$ cat src/rtl/rcvr_arbiter.sv
// rtl/rcvr_arbiter.sv - round-robin byte funnel from N_CH serial receivers; OVERRUN_CNT_EN adds per-channel overrun counters
module rcvr_arbiter #(
  parameter int N_CH = 4,
  parameter int CH_W = 2
) (
  input  logic              clock,
  input  logic              reset,
  input  logic [N_CH-1:0]   chan_en,
  input  logic [N_CH-1:0]   rx_ready,
  input  logic [N_CH-1:0]   rx_overrun,
  input  logic [8*N_CH-1:0] rx_data,
  output logic [N_CH-1:0]   rx_reading,
  output logic              out_valid,
  input  logic              out_ready,
  output logic [7:0]        out_data,
  output logic [CH_W-1:0]   out_chan,
  output logic              out_ovr,
  input  logic              ovr_clr,
  output logic [8*N_CH-1:0] ovr_cnt
);

  typedef enum logic {ST_EMPTY = 1'b0, ST_FULL = 1'b1} state_t;

  state_t          r_state;
  logic [7:0]      r_out_data;
  logic [CH_W-1:0] r_out_chan;
  logic            r_out_ovr;
  logic [CH_W-1:0] r_ptr;

  logic [N_CH-1:0] w_req;
  logic            w_slot_free;
  logic            w_found;
  logic            w_take;
  logic [CH_W-1:0] w_grant;
  logic [CH_W-1:0] w_cand;
  logic [CH_W-1:0] w_next_ptr;
  logic [7:0]      w_byte;
  int              w_sum;

  assign w_req       = rx_ready & chan_en;
  // The slot can accept a new byte when empty or when the held byte leaves this cycle
  assign w_slot_free = (r_state == ST_EMPTY) | out_ready;
  assign w_take      = ~reset & w_slot_free & w_found;
  assign w_byte      = rx_data[{w_grant, 3'b000} +: 8];
  assign w_next_ptr  = (w_grant == CH_W'(N_CH - 1)) ? '0 : w_grant + 1'b1;

  // Round-robin scan: first requesting channel at or after r_ptr, wrapping to 0
  always_comb begin
    w_found = 1'b0;
    w_grant = '0;
    w_sum   = 0;
    w_cand  = '0;
    for (int k = 0; k < N_CH; k++) begin
      w_sum = int'(r_ptr) + k;
      if (w_sum >= N_CH) w_sum = w_sum - N_CH;
      w_cand = w_sum[CH_W-1:0];
      if (!w_found && w_req[w_cand]) begin
        w_found = 1'b1;
        w_grant = w_cand;
      end
    end
  end

  // One-hot read strobe to the granted receiver in the same cycle as the take
  always_comb begin
    rx_reading = '0;
    if (w_take) rx_reading[w_grant] = 1'b1;
  end

  // Output slot FSM with registered byte, channel tag and overrun flag
  always_ff @(posedge clock) begin
    if (reset) begin
      r_state    <= ST_EMPTY;
      r_out_data <= '0;
      r_out_chan <= '0;
      r_out_ovr  <= 1'b0;
      r_ptr      <= '0;
    end else if (w_take) begin
      r_state    <= ST_FULL;
      r_out_data <= w_byte;
      r_out_chan <= w_grant;
      r_out_ovr  <= rx_overrun[w_grant];
      r_ptr      <= w_next_ptr;
    end else if (r_state == ST_FULL && out_ready) begin
      r_state <= ST_EMPTY;
    end
  end

  assign out_valid = (r_state == ST_FULL);
  assign out_data  = r_out_data;
  assign out_chan  = r_out_chan;
  assign out_ovr   = r_out_ovr;

`ifdef OVERRUN_CNT_EN
  logic [7:0] r_ovr_cnt [N_CH];

  // Saturating per-channel overrun counters; clear has priority over increment
  always_ff @(posedge clock) begin
    if (reset || ovr_clr) begin
      for (int i = 0; i < N_CH; i++) r_ovr_cnt[i] <= '0;
    end else if (w_take && rx_overrun[w_grant] && r_ovr_cnt[w_grant] != 8'hFF) begin
      r_ovr_cnt[w_grant] <= r_ovr_cnt[w_grant] + 8'd1;
    end
  end

  for (genvar gi = 0; gi < N_CH; gi++) begin : g_cnt_out
    assign ovr_cnt[8*gi +: 8] = r_ovr_cnt[gi];
  end
`else
  logic w_unused_ovr_clr;
  assign w_unused_ovr_clr = ovr_clr;
  assign ovr_cnt          = '0;
`endif

endmodule

$ cat config.mk
export PLATFORM = sky130hd
export DESIGN_NAME = rcvr_arbiter
export DESIGN_NICKNAME = d
export VERILOG_FILES = /design/src/rtl/rcvr_arbiter.sv
export SDC_FILE = /design/constraint.sdc
export NUM_CORES = 1
export LEC_CHECK = 0
export ABC_CLOCK_PERIOD_IN_PS = 4200
export BUFFER_PORTS_ARGS = -buffer_cell sky130_fd_sc_hd__buf_2
export CORE_ASPECT_RATIO = 1.1
export CORE_UTILIZATION = 23
export DETAILED_ROUTE_END_ITERATION = 8
export PLACE_DENSITY = 0.56
export SYNTH_ARGS = -nofsm -noshare
export SYNTH_HDL_FRONTEND = slang
export SYNTH_SLANG_ARGS = --single-unit
$ cat constraint.sdc
create_clock -name clock -period 4.2 [get_ports clock]
set_input_delay 0.84 -clock clock [delete_from_list [all_inputs] [get_ports clock]]
set_output_delay 0.84 -clock clock [all_outputs]
set_load 0.005 [all_outputs]
==> summary.md <==
| Metric | Value |
|---|---|
| Run status | `completed` |
| Post-route insts no fill | `373` |
| Initial detailed-routing violation count | `169` |
| RSZ-0062 raised after global routing | `no` |
| DIE WIDTH | `85.9 um` |
| Tcrit/Tclk final | `74.6%` |
| Pin count of the biggest net entering global routing | `39` |
| Final #Nets | `317` |
| Worst R2R Path Depth | `5` |
| Count leader, synth | `buf_4` |
| Netlist Area Pre-Place | `1780 um2` |
| Initial antenna violation count | `0` |
| Max Buffers Root-to-Sink | `2` |
| DR WL/cell | `14.7 um` |
| H-tree depth | `1` |
| Fin crit period | `3.13 ns` |
| Slew headroom | `51.1%` |
| Number of synthesized flops with an enable pin | `0` |
| Final slew viol count | `0` |
| Core area | `7470 um2` |
| Full die area | `8100 um2` |
| WHS Path Cells | `2` |
| Worst slew pin tran | `0.729 ns` |
| Synth top area share | `15.7%` |
| Top Ports | `96` |
| # rows | `33` |
| Clock Sinks | `14` |
| CP Capture Type | `primary output` |
| Skew final | `0.00621 ns` |
| Setup TNS | `0 ns` |
| Post-synth top area cell | `dfxtp_1` |
| CP Data Required Time | `3.36 ns` |
| Design area | `2100 um2` |
| Worst-path clk slew | `0.07 ns` |
| First-pass GRT wire length | `8580 um` |
| Register area share after synthesis | `15.7%` |
| Post-synth ARST share | `0%` |
| I/O Buffers | `62` |
| Hold buffers post-CTS | `0` |
| Vias | `1807` |
| Post-synth top cells | `32 x buf_4, 20 x a311oi_1` |
| Via-per-instance ratio | `4.84` |
| Ant. Diodes | `0` |
| Layout cells sized above 1 | `35.1%` |
| Nature of the critical path startpoint | `input port` |
| Antenna Nets Post-Route | `0` |
| Worst hold path type | `reg -> reg` |
| Cells after synthesis | `220` |
| Root Driver | `clkbuf_8` |
| Overall routing resource usage | `13.3%` |
| Power, Total | `0.520 mW` |
| Finish-stage setup viols | `0` |
| Worst skew pair latency | `0.25 ns` |
| TritonRoute pass-1 iters | `4` |
| Ys Warns | `0` |
| Pwr dens | `248 nW/um2` |
| Top FF cell, synth | `dfxtp_1` |
| Leakage | `0.933 nW` |
| Post-CTS Resized | `0` |
| Max_cap viols | `0` |
| Remaining DRCs | `0` |
| Register bit total from synthesis | `14` |
| Placed cell area | `2040 um2` |
| Endpoints failing hold | `0` |
| CP Max Fanout | `19` |
| TritonCTS Buffers | `3` |
| Top cells by area, synth | `dfxtp_1 16%, buf_4 13%, a21bo_2 10%, a311oi_1 9.8%, a211oi_1 7.6%` |
| Final WL | `5490 um` |
| Placer congestion estimate | `0.753` |
| Post-Syn Area per Cell | `8.09 um2` |
| Critical Path AT | `2.29 ns` |
| Layout area overhead | `17.8%` |
| CTS tree | `built` |
| WS Path Type | `in -> out` |
| VDD IR-drop max | `108 uV` |
| Postcts setup bufs | `0` |
| Initial Util | `23.8%` |
| Fmax | `0.319 GHz` |
| Vias in the first global route | `1659` |
| Synth unique cells | `35` |
| Post-DP HPWL | `3920 um` |
| Placed cells | `369` |
| Fillers | `837` |
| Total grt overflow | `0` |
| Die Ht | `94.3 um` |
-- stage by stage --
step / setup slack, ns / hold slack, ns / utilization (%)
floorplan: 1.34 / 0.453 / -
global placement: 1.07 / 0.444 / 27.3
detailed placement: 1.07 / 0.457 / 27.3
CTS: 1.07 / 0.466 / 28.1
global route: 0.918 / 0.491 / 28.1
finish: 1.07 / 0.457 / 28.1
-- logic make-up (layout without fill, tap and decap cells) --
kind of cell    Yosys count  after routing  share of synthesized area (%)
flops                    14             14                           15.7
compound gates           93             93                           45.0
simple gates             56             56                           19.7
other cells               1             32                          0.211
buf+inv                  56             73                           19.3
-- final cells by class --
class                           instances  area [um2]  area share, %
Tap cell                              105         131           6.26
Multi-Input combinational cell        181        1270           60.6
Sequential cell                        14         280           13.4
Inverter                                1        3.75          0.179
Clock buffer                            4        55.1           2.62
Timing Repair Buffer                   68         355           16.9
-- path summary, 6_finish.rpt --
| check | from | end | slack, ns |
|---|---|---|---|
| hold reg to reg | out_chan[1] | out_chan[1] | 0.46 |
| setup reg to reg | r_ptr[1] | out_data[4] | 1.89 |
| setup / recovery | rx_ready[0] | rx_reading[1] | 1.07 |
| hold / removal | out_chan[1] | out_chan[1] | 0.46 |
-- critical path, cell delays in order --
cell     delay (ns)
buf_2          0.13
nand3_2        0.34
a311o_1        0.52
and2_1         0.16
nor3_1         0.15
buf_2          0.14
-- state kept, by name (all words and copies together) (netlist names) --
register	count
out_data	8
out_chan	2
r_ptr	2
out_ovr	1
out_valid	1
-- where the power goes --
part	switching, mW	internal (mW)
clock network	0.0523	0.0830
logic	0.120	0.0995
registers	0.0130	0.153
total	0.185	0.335
-- layout by cell type, fill, tap and decap left out, drive strengths merged, types with 2 or more instances in the layout --
cell / n
a211oi: 18
a21bo: 18
a21boi: 19
a311o: 2
a311oi: 20
and2: 4
and3: 18
buf: 68
clkbuf: 4
conb: 32
dfxtp: 14
nand2: 6
nand3: 3
nand3b: 13
nor2: 4
nor3: 2
o221ai: 9
-- metal layers --
metal	vias up	share of wire, %	wire length [um]	GRT usage [%]
met1	846	51	2810	19.9
met5	-	0	0	0
met2	66	44	2440	20.6
met4	0	1.0	55	2.78
met3	6	3.4	186	1.23
li1	889	-	-	-
Note: power is estimated with default switching activity, not from simulation.
